File: config.mk
export PLATFORM = sky130hd
export DESIGN_NAME = mem_port_arbiter
export DESIGN_NICKNAME = d
export VERILOG_FILES = /design/src/rtl/mem_port_arbiter.sv
export SDC_FILE = /design/constraint.sdc
export NUM_CORES = 1
export LEC_CHECK = 0
export ABC_AREA = 1
export CELL_PAD_IN_SITES_DETAIL_PLACEMENT = 2
export CELL_PAD_IN_SITES_GLOBAL_PLACEMENT = 2
export CORE_MARGIN = 5
export CORE_UTILIZATION = 10
export CTS_CLUSTER_SIZE = 40
export DETAILED_ROUTE_END_ITERATION = 12
export PLACE_DENSITY = 0.95
export REMOVE_ABC_BUFFERS = 1
export SYNTH_ARGS = -nofsm -noshare
export SYNTH_HDL_FRONTEND = slang
export SYNTH_SLANG_ARGS = --single-unit
File: constraint.sdc
create_clock -name clk -period 1.3 [get_ports clk]
set_input_delay 0.13 -clock clk [delete_from_list [all_inputs] [get_ports clk]]
set_output_delay 0.13 -clock clk [all_outputs]
set_load 0.05 [all_outputs]
File: src/rtl/mem_port_arbiter.sv
// rtl/mem_port_arbiter.sv - shares the single-port RAM between flash programming, fetch and load/store
module mem_port_arbiter #(
  parameter int WIDTH       = 32,
  parameter int ADDR_WIDTH  = 11,
  parameter int HOLD_CYCLES = 4,
  parameter int MAX_WAIT    = 4
) (
  input  logic                  clk,
  input  logic                  rst,
  input  logic                  flash_en,
  input  logic [WIDTH-1:0]      flash_addr,
  input  logic [WIDTH-1:0]      flash_data,
  input  logic                  if_req,
  input  logic [WIDTH-1:0]      if_addr,
  output logic                  if_gnt,
  output logic                  if_rvalid,
  output logic [WIDTH-1:0]      if_rdata,
  input  logic                  dm_req,
  input  logic                  dm_we,
  input  logic [WIDTH-1:0]      dm_addr,
  input  logic [WIDTH-1:0]      dm_wdata,
  output logic                  dm_gnt,
  output logic                  dm_rvalid,
  output logic [WIDTH-1:0]      dm_rdata,
  output logic                  mem_en,
  output logic                  mem_we,
  output logic [ADDR_WIDTH-3:0] mem_addr,
  output logic [WIDTH-1:0]      mem_wdata,
  input  logic [WIDTH-1:0]      mem_rdata,
  output logic                  core_hold
);

  // Quiet counter must be able to hold HOLD_CYCLES itself; wait counter saturates at MAX_WAIT.
  localparam int QW = $clog2(HOLD_CYCLES + 1);
  localparam int WW = $clog2(MAX_WAIT + 1);
  localparam logic [QW-1:0] HOLD_VAL = QW'(HOLD_CYCLES);
  localparam logic [WW-1:0] WAIT_MAX = WW'(MAX_WAIT);

  typedef enum logic {
    PROG = 1'b0,
    RUN  = 1'b1
  } state_t;

  typedef enum logic [1:0] {
    OWN_NONE = 2'd0,
    OWN_IF   = 2'd1,
    OWN_DM   = 2'd2
  } owner_t;

  state_t         state_q, state_d;
  logic [QW-1:0]  quiet_q, quiet_d;
  logic [QW-1:0]  quiet_inc;
  logic [WW-1:0]  wait_q, wait_d;
  owner_t         owner_q, owner_d;
  logic           run;
  logic           fetch_first;

  // Only the word-index bits of each address reach the RAM; the rest alias away.
  logic unused_addr_bits;
  assign unused_addr_bits = ^{flash_addr[WIDTH-1:ADDR_WIDTH], flash_addr[1:0],
                              if_addr[WIDTH-1:ADDR_WIDTH], if_addr[1:0],
                              dm_addr[WIDTH-1:ADDR_WIDTH], dm_addr[1:0]};

  assign run       = (state_q == RUN);
  assign core_hold = (state_q == PROG);
  assign quiet_inc = quiet_q + QW'(1);

  // Fetch wins when data is idle or when fetch has been starved for MAX_WAIT cycles.
  assign fetch_first = if_req && (!dm_req || (wait_q == WAIT_MAX));
  assign if_gnt      = run && !flash_en && fetch_first;
  assign dm_gnt      = run && !flash_en && dm_req && !fetch_first;

  // Read data is shared; rvalid alone says whose it is. Reset kills a pending response at once.
  assign if_rdata  = mem_rdata;
  assign dm_rdata  = mem_rdata;
  assign if_rvalid = rst && (owner_q == OWN_IF);
  assign dm_rvalid = rst && (owner_q == OWN_DM);

  // RAM port mux: flash always preempts, otherwise the single granted core requester.
  always_comb begin
    mem_en    = 1'b0;
    mem_we    = 1'b0;
    mem_addr  = '0;
    mem_wdata = '0;
    if (flash_en) begin
      mem_en    = 1'b1;
      mem_we    = 1'b1;
      mem_addr  = flash_addr[ADDR_WIDTH-1:2];
      mem_wdata = flash_data;
    end else if (if_gnt) begin
      mem_en    = 1'b1;
      mem_addr  = if_addr[ADDR_WIDTH-1:2];
    end else if (dm_gnt) begin
      mem_en    = 1'b1;
      mem_we    = dm_we;
      mem_addr  = dm_addr[ADDR_WIDTH-1:2];
      mem_wdata = dm_wdata;
    end
  end

  // Next-state logic: program/run mode, quiet period, starvation counter and response owner.
  always_comb begin
    state_d = state_q;
    quiet_d = quiet_q;
    wait_d  = wait_q;
    owner_d = OWN_NONE;

    case (state_q)
      PROG: begin
        wait_d = '0;
        if (flash_en) begin
          quiet_d = '0;
        end else begin
          quiet_d = quiet_inc;
          if (quiet_inc == HOLD_VAL) begin
            state_d = RUN;
          end
        end
      end
      RUN: begin
        if (flash_en) begin
          state_d = PROG;
          quiet_d = '0;
        end
        if (!if_req || if_gnt) begin
          wait_d = '0;
        end else if (wait_q != WAIT_MAX) begin
          wait_d = wait_q + WW'(1);
        end
      end
      default: begin
        state_d = PROG;
        quiet_d = '0;
        wait_d  = '0;
      end
    endcase

    if (if_gnt) begin
      owner_d = OWN_IF;
    end else if (dm_gnt && !dm_we) begin
      owner_d = OWN_DM;
    end
  end

  // State register; reset parks the core in PROG with no response pending.
  always_ff @(posedge clk or negedge rst) begin
    if (!rst) begin
      state_q <= PROG;
      quiet_q <= '0;
      wait_q  <= '0;
      owner_q <= OWN_NONE;
    end else begin
      state_q <= state_d;
      quiet_q <= quiet_d;
      wait_q  <= wait_d;
      owner_q <= owner_d;
    end
  end

endmodule

Word-level counts from Yosys, hierarchy flattened
Cells that the tools add are included.
{ "word_totals": {"in_bits": 198, "elab_cells": 53, "reg_bits": 9, "out_inout_bits": 112} }
{ "op_classes": {"addsub": 2, "n_mux": 24, "bitwise": 1, "eq_ne": 7, "n_reduce_logical": 15} }
{ "ops": {"columns": ["operator", "count"], "rows": [
  ["2-to-1 mux 32 bit", 3],
  ["2-to-1 mux 9 bit", 3],
  ["2-to-1 mux 3 bit", 4],
  ["one-hot mux 3 bit (2 select lines)", 2],
  ["2-to-1 mux 1 bit", 9],
  ["logical AND 1 bit", 8],
  ["adder 3 x 1 -> 3 bit (second input constant)", 2],
  ["== test 3 bit (second input constant)", 2],
  ["zero test 1 bit", 5],
  ["2-to-1 mux 2 bit", 2],
  ["inequality test 3 x 1 -> 1 bit (second input constant)", 1],
  ["inequality test 3 bit (second input constant)", 1],
  ["== test 2 x 1 -> 1 bit (second input constant)", 1],
  ["== test 2 bit (second input constant)", 1],
  ["logical OR 1 bit", 2],
  ["inequality test 2 bit (second input constant)", 1],
  ["one-hot mux 1 bit (2 select lines)", 1],
  ["NOT 1 bit", 1]
]} }

Longest topological paths before layout
{ "logic_depth": {"ltp_word": 8, "mapped_depth": 10, "ltp_nobuf": 9} }

Worst setup path after synthesis
Ideal clock, no wire load.
{ "synth_timing": {"path_kind": "reg2out", "startpoint": "reg wait_q[0]", "endpoint": "out mem_wdata[22]", "path_stages_with_launch": 11, "slack_ns": -0.442, "path_buffers": 1, "arrival_time_ns": 1.612, "t_required_ns": 1.170, "path_cell_list": "dfrtp_1 -> inv_1 -> ha_1 -> nand2_2 -> nand2_1 -> nand2_4 -> nand2_4 -> inv_6 -> buf_6 -> nand2_1 -> nand2_1"} }
{ "synth_between": {"elab_chain_cells": 8, "word_cells_on_any_way": 9, "classes_between": "eq/ne: 1; mux: 3; reduce/logical: 5"} }
{ "synth_lines": {"columns": ["element", "line_no", "rtl"], "rows": [
  ["start, declared", "53", "logic [WW-1:0] wait_q, wait_d;"],
  ["start signal, assigned", "155", "wait_q <= wait_d;"],
  ["== test 3 bit", "69", "assign fetch_first = if_req && (!dm_req || (wait_q == WAIT_MAX));"],
  ["logical OR 1 bit", "69", null],
  ["logical AND 1 bit", "69", null],
  ["zero test 1 bit", "71", "assign dm_gnt = run && !flash_en && dm_req && !fetch_first;"],
  ["logical AND 1 bit", "71", null],
  ["net dm_gnt", "22", "output logic dm_gnt,"],
  ["2-to-1 mux 32 bit", "93", "end else if (dm_gnt) begin"],
  ["2-to-1 mux 32 bit", "90", "end else if (if_gnt) begin"],
  ["2-to-1 mux 32 bit", "85", "if (flash_en) begin"],
  ["end, declared", "28", "output logic [WIDTH-1:0] mem_wdata,"]
]} }
The timed path passes the listed nets, and every way through them passes these cells.

Worst setup path after layout
{ "layout_timing": {"startpoint": "reg wait_q[1]", "endpoint": "out mem_wdata[24]"} }
{ "layout_between": {"elab_chain_cells": 8, "word_cells_on_any_way": 9, "classes_between": "eq/ne: 1; mux: 3; reduce/logical: 5"} }
{ "layout_lines": {"columns": ["element", "line_no"], "rows": [
  ["== test 3 bit (*)", "69"],
  ["logical OR 1 bit (*)", "69"],
  ["logical AND 1 bit (*)", "69"],
  ["zero test 1 bit", "71"],
  ["logical AND 1 bit", "71"],
  ["2-to-1 mux 32 bit", "93"],
  ["2-to-1 mux 32 bit (*)", "90"],
  ["2-to-1 mux 32 bit (*)", "85"]
]} }
Mark *: on every way between the ends. The rest lies on a longest branch, timed or not.

==> reports/qor.yml <==
grt_most_used_layer: "met2"
cts_hold_buf: 0
crit_end: "mem_wdata[24]"
final_area_mm2: 0.00388
internal_power_uw: 1420
power.density_mw_per_mm2: 579
core-area_mm2: 0.0158
finalNonFillerCells: 588
clockBufferDepth: 2
hpwl_um: 10800
r2r_start: "wait_q[1]"
synth_cell_type_count: 20
antennaDiodeCount: 0
setup_viol: 48
htree_levels: 1
antenna_found_initial: 1
critical_path_arrival_ps: 1690
outcome: "finished, violations left"
drc_errors: 0
hold_viol: 0
grt_pass1_wl_um: 17700
drv_slew: 0
rsz0062_at_grt: "yes"
final_util_pct: 24.5
post-route-period-util_pct: 140
cts_num_sinks: 9
dieArea_mm2: 0.0187
crit_path_max_fanout: 8
grt_pass1_vias: 2599
p_sw_uw: 824
crit_required_ps: 1170
drtAntennaViolNets: 0
yosysSeqAreaShare_pct: 14.1
combPwrFrac_pct: 61.0
grt_overflow: 0
synth_area_mm2: 0.00160
die_h_um: 137
clkTransAtPathRegs_ps: 40
numCtsBuffers: 3
grt_use_total_pct: 13.2
gp_congestion: 0.744
timing.final.ws_setup_ps: -518
area.growth.synth_to_final_pct: 142
start_util_pct: 10.1
holdCritPathClass: "in2async"
endpoint_kind: "output pin"
relSlewSlack_pct: 71.9
rr_worst_depth: 11
rrSetupSlack_ps: -270
dp_cells: 575
drt-total-wl_um: 12700
drt_first_pass_iters: 3
grt_use_met2_pct: 21.1
die_x_um: 137
ir_worst_vdd_v: 0.000320
dp_slack_ps: -405
maxCapViolations: 0
cp-startpoint: "wait_q[1]"
leakagePower_uw: 0.00169
violations: "setup timing"
clock_tree.root_cell: "clkbuf_16"
vias: 2176
startpoint_type: "flop"
ios: 310
nets: 575
rows: 46
power_uw: 2250
pwr-share-seq_pct: 14.3
postSynthCellCount: 267
port-buffer-count: 144
worstMarginPinSlew_ps: 421
pwr-share-clk_pct: 24.8
gr-usage-met1_pct: 13.1
post_drt_wl_per_cell_um: 21.6
drt_iter0_drc: 54
fin_crit_ps: 1820
ys_ff_latch: 9
avgSynthCellArea_um2: 6.00
grt_max_degree: 39
layout-drive-gt1-share_pct: 43.8
cts_tree: "yes"
grtUsageMet3_pct: 11.5
clock_latency_ps: 240
fin_skew_ps: 1.11
fmax_ghz: 0.550
timing.rr.end: "wait_q[2]"
via_per_inst: 3.70
worstSetupPathType: "reg2out"
p_sw_share_pct: 36.7
dpl_cell_area_mm2: 0.00343
yosys_warnings: 0
==> cells in the mapped netlist <==
| cell | count | area [um^2] |
|---|---|---|
| nor2_4 | 1 | 11.3 |
| buf_4 | 65 | 488 |
| xor2_1 | 1 | 8.76 |
| dfrtp_1 | 9 | 225 |
| inv_1 | 8 | 30.0 |
| clkinv_2 | 1 | 5.00 |
| nand4_1 | 9 | 56.3 |
| buf_2 | 3 | 15.0 |
| nand2_2 | 2 | 12.5 |
| buf_6 | 4 | 45.0 |
| ha_1 | 4 | 50.1 |
| clkbuf_1 | 4 | 15.0 |
| nand2_4 | 2 | 22.5 |
| nand2_1 | 120 | 450 |
| o22ai_1 | 1 | 6.26 |
| inv_6 | 1 | 8.76 |
| nand3_1 | 20 | 100 |
| nor2_1 | 8 | 30.0 |
| nand3b_1 | 1 | 7.51 |
| o21ai_0 | 3 | 15.0 |
==> how the worst min path moves through the flow <==
stage              endpoint  slack (ps)  depth (start not counted)
5_1_grt        if_rdata[15]         260                          0
3_3_place_gp    if_rdata[0]         260                          0
4_1_cts          owner_q[0]         260                          2
6_report         owner_q[0]         250                          2
3_5_place_dp    if_rdata[0]         260                          0
2_1_floorplan    owner_q[0]        -170                          0
==> through the flow <==
step	hold slack (ps)	setup TNS [ps]
after floorplan	-166	-26110
after global placement	263	-13180
after detailed placement	263	-15710
after CTS	263	-22140
after global routing	260	-25630
final	252	-21930
==> kinds of logic after synthesis <==
group                    Yosys count  share of synthesized area [%]
AO/OA/AOI/OAI                      4                           1.33
XOR/XNOR                           1                          0.547
adder cells (fa/ha/maj)            4                           3.12
buffers and inverters             86                           37.9
flip-flops                         9                           14.1
AND/OR/NAND/NOR                  163                           43.1
==> critical path, stage by stage, from the launching register on <==
cell	delay, ps
dfrtp_1	370
inv_2	70
ha_4	170
nand2_4	70
nand2_4	60
nand2_4	90
nand2_8	70
inv_8	100
buf_16	140
nand2_2	60
nand2_2	90
buf_12	140
==> cells in the final DEF, fill, tap and decap left out <==
cell type / n
buf_6: 5
clkbuf_16: 3
nand2_2: 48
dfrtp_1: 9
o22ai_1: 1
inv_4: 1
nand2_4: 8
nand3b_1: 1
nor2_4: 1
nor2_2: 1
nand2_8: 1
clkinv_2: 2
nor2_1: 7
ha_4: 1
nand3_2: 11
inv_2: 2
buf_16: 1
nand4_1: 9
buf_2: 1
ha_1: 3
clkdlybuf4s50_1: 95
buf_12: 50
nand2_1: 67
inv_1: 5
o21ai_0: 3
nand3_1: 8
nand3_4: 1
buf_4: 25
xor2_1: 1
inv_8: 1
==> sequential cells by signal, indices dropped and copies added, names as in the netlist <==
register,flops
quiet_q,3
owner_q,2
run,1
wait_q,3
==> power by group through the flow <==
| stage | combinational, uW | clock (uW) | sequential, uW |
|---|---|---|---|
| after global placement | 1270 | 0 | 321 |
| after floorplan | 470 | 0 | 318 |
| after detailed placement | 1300 | 0 | 322 |
| after CTS | 1380 | 564 | 320 |
| final | 1370 | 556 | 321 |
| after global routing | 1450 | 587 | 324 |
==> final cells by class <==
| class | count | area [um^2] |
|---|---|---|
| clock buffer | 3 | 75.1 |
| clock inverter | 1 | 5.00 |
| fill | 1777 | 11900 |
| inverter | 10 | 48.8 |
| multi-input combinational | 172 | 1030 |
| sequential | 9 | 225 |
| tap | 216 | 270 |
| timing repair buffer | 177 | 2230 |
==> routing by layer <==
layer  vias up  part of all wire (%)
met5         -                   1.1
li1        977                     -
met3        14                    20
met2       197                    45
met1       982                    34
met4         6                  0.28
==> repair_timing <==
| action | in CTS | in global routing |
|---|---|---|
| setup buffers | 6 | 1 |
| gates resized for setup | 85 | 4 |
| setup endpoints to repair | 49 | 49 |
| pin swaps | 9 | 2 |
| cloned | 2 | 0 |
(Power assumes the default switching activity.)
==> edit: new RTL, same flow settings <==
Make the reset (`rst`) synchronous in one clocked block.
--- a/src/rtl/mem_port_arbiter.sv
+++ b/src/rtl/mem_port_arbiter.sv
@@ -143,7 +143,7 @@
   end
 
   // State register; reset parks the core in PROG with no response pending.
-  always_ff @(posedge clk or negedge rst) begin
+  always_ff @(posedge clk) begin
     if (!rst) begin
       state_q <= PROG;
       quiet_q <= '0;
Function: differs if rst is asserted again (counterexample within 10 cycles, from zero or initial values and one cycle with rst low); with rst held inactive, the same outputs for 10 cycles.
==> edit against the original RTL <==
  * The run still ends with negative setup slack left
  * Global-route usage up 0.59 points
  * Final cell count stayed put
  * Sequential cell count unchanged
  * Maximum frequency increased by 4.0%
  * Final area grew 3.6%
  * Routed wire length rose by 4.0%
  * Synthesized area down 2.0%
  * Count of clock-buffer cells in the layout unchanged
  * Total power down 12%
  * Die area decreased by 1.9%
  * Combinational power shrank 17%
  * Non-clock buffer count is the same
  * Worst setup slack better by 71 ps
  * Clock skew is 1.9 ps higher
  * Critical path type unchanged
==> edit: results (changes against the original RTL) <==
Parameter                              Value

Timing
  Setup WS post-layout ... -447.3 ps (+70.59 ps)
  Slew at the pin closest to its max-slew limit ... 240.6 ps (-180.6 ps)
  Final clock skew ... 3.024 ps (+1.913 ps)
  Number of setup violations in the final report ... 49 (+2.1%)

Critical path
  Biggest cell delay along the critical path ... 320 ps (-50 ps)
  CP Data Arrival Time ... 1620 ps (-70 ps)
  Slowest cell on the critical path ... sky130_fd_sc_hd__dfxtp_2

Placed design
  Detailed Place HPWL ... 10900 µm (+0.73%)
  Post-Place Worst Slack ... -402.2 ps (+2.577 ps)

Synthesis
  Largest cells by area after synthesis ... sky130_fd_sc_hd__buf_4, sky130_fd_sc_hd__nand2_1, sky130_fd_sc_hd__dfxtp_1
  Top cell types by occurrence after synthesis ... sky130_fd_sc_hd__nand2_1, sky130_fd_sc_hd__buf_4, sky130_fd_sc_hd__nand3_1
  Most used flip-flop cell after synthesis ... sky130_fd_sc_hd__dfxtp_1
  Sequential-to-total area share from yosys stat ... 11.47% (-2.6 points)
  Fraction of synthesis flops using an asynchronous set or reset pin ... 0% (-100 points)

Global routing
  Via count of the first global-routing pass ... 2713 (+4.4%)
  Pin count of the biggest net entering global routing ... 30 (-23%)
  Total GRT Usage ... 13.75% (+0.59 points)
  Met1 Usage GRT ... 13.45% (+0.39 points)
  Met3 track demand over resource ... 12.33% (+0.79 points)
  Initial antenna violation count ... 0 (-1)

Power
  Overall power consumption ... 1.971 mW (-12%)
  IR drop worst, VDD ... 0.3124 mV (-2.4%)

Routing
  Metal1 wirelength ... 4495 µm (+5.5%)
  Avg Vias per Cell ... 3.793 (+2.5%)
  Average routed wire per standard cell ... 22.46 µm (+4.0%)
  Router iterations before antenna repair ... 4 (+1)
  Met3 routed wirelength ... 2709 µm (+4.1%)
  Violation count after the first detailed-route iteration ... 62 (+15%)
  Routed length on met2 ... 5758 µm (+1.7%)

Finish
  Ratio of cells with drive above 1 in the final layout ... 48.01% (+4.2 points)
  Fillcell total ... 1707 (-3.9%)

Run status
  Status ... finished, violations left
  Violations in the final reports ... negative setup slack

Min path
  Class of the tightest hold or removal check ... in -> out
edit: cell count changes after synthesis, sizes merged:
cell	change
a21oi	+3
clkinv	-1
dfrtp	-9
dfxtp	+9
inv	+1
nand2	-3
nor2	+6
nor3	+1
o21ai	-2
o22ai	-1
xor2	+1
edit: repair_timing:
action | in CTS | in global routing
resized for setup | 96 | 36
gates cloned | 2 | 1
pin swaps | 8 | 9
buffers inserted | 7 | 4
setup endpoints to repair | 50 | 50
edit: final cells by class:
cell class / count / area (µm²) / area share, %
inverter: 10 / 50.05 / 1.244
multi-input combinational: 177 / 1182 / 29.39
timing repair buffer: 177 / 2263 / 56.27
clock buffer: 3 / 75.07 / 1.866
sequential: 9 / 182.7 / 4.541
clock inverter: 1 / 5.005 / 0.1244
tap: 211 / 264.0 / 6.563
edit: final timing paths:
path	from	endpoint	slack, ps	cells after the start
setup / recovery	wait_q[1]$_SDFFE_PN0P_	mem_wdata[0]	-450	11
hold / removal	mem_rdata[18]	if_rdata[18]	260	0
setup reg to reg	wait_q[1]$_SDFFE_PN0P_	wait_q[1]$_SDFFE_PN0P_	-190	10
hold reg to reg	quiet_q[2]$_SDFFE_PN0P_	quiet_q[2]$_SDFFE_PN0P_	470	2
edit: kinds of logic (layout without fill, tap and decap cells):
group	Yosys count	in the layout	synth area share, %
simple gates	167	167	44.54
buf+inv	86	191	38.41
compound gates	4	4	1.274
xor+xnor	2	2	1.116
fa+ha+maj	4	4	3.187
flops	9	9	11.47
edit: stage by stage:
| step | std cells | instance area (µm²) |
|---|---|---|
| floorplan | 196 | 1007 |
| global placement | 574 | 3386 |
| detailed placement | 574 | 3386 |
| CTS | 585 | 3866 |
| global route | 588 | 4023 |
| finish | 588 | 4023 |
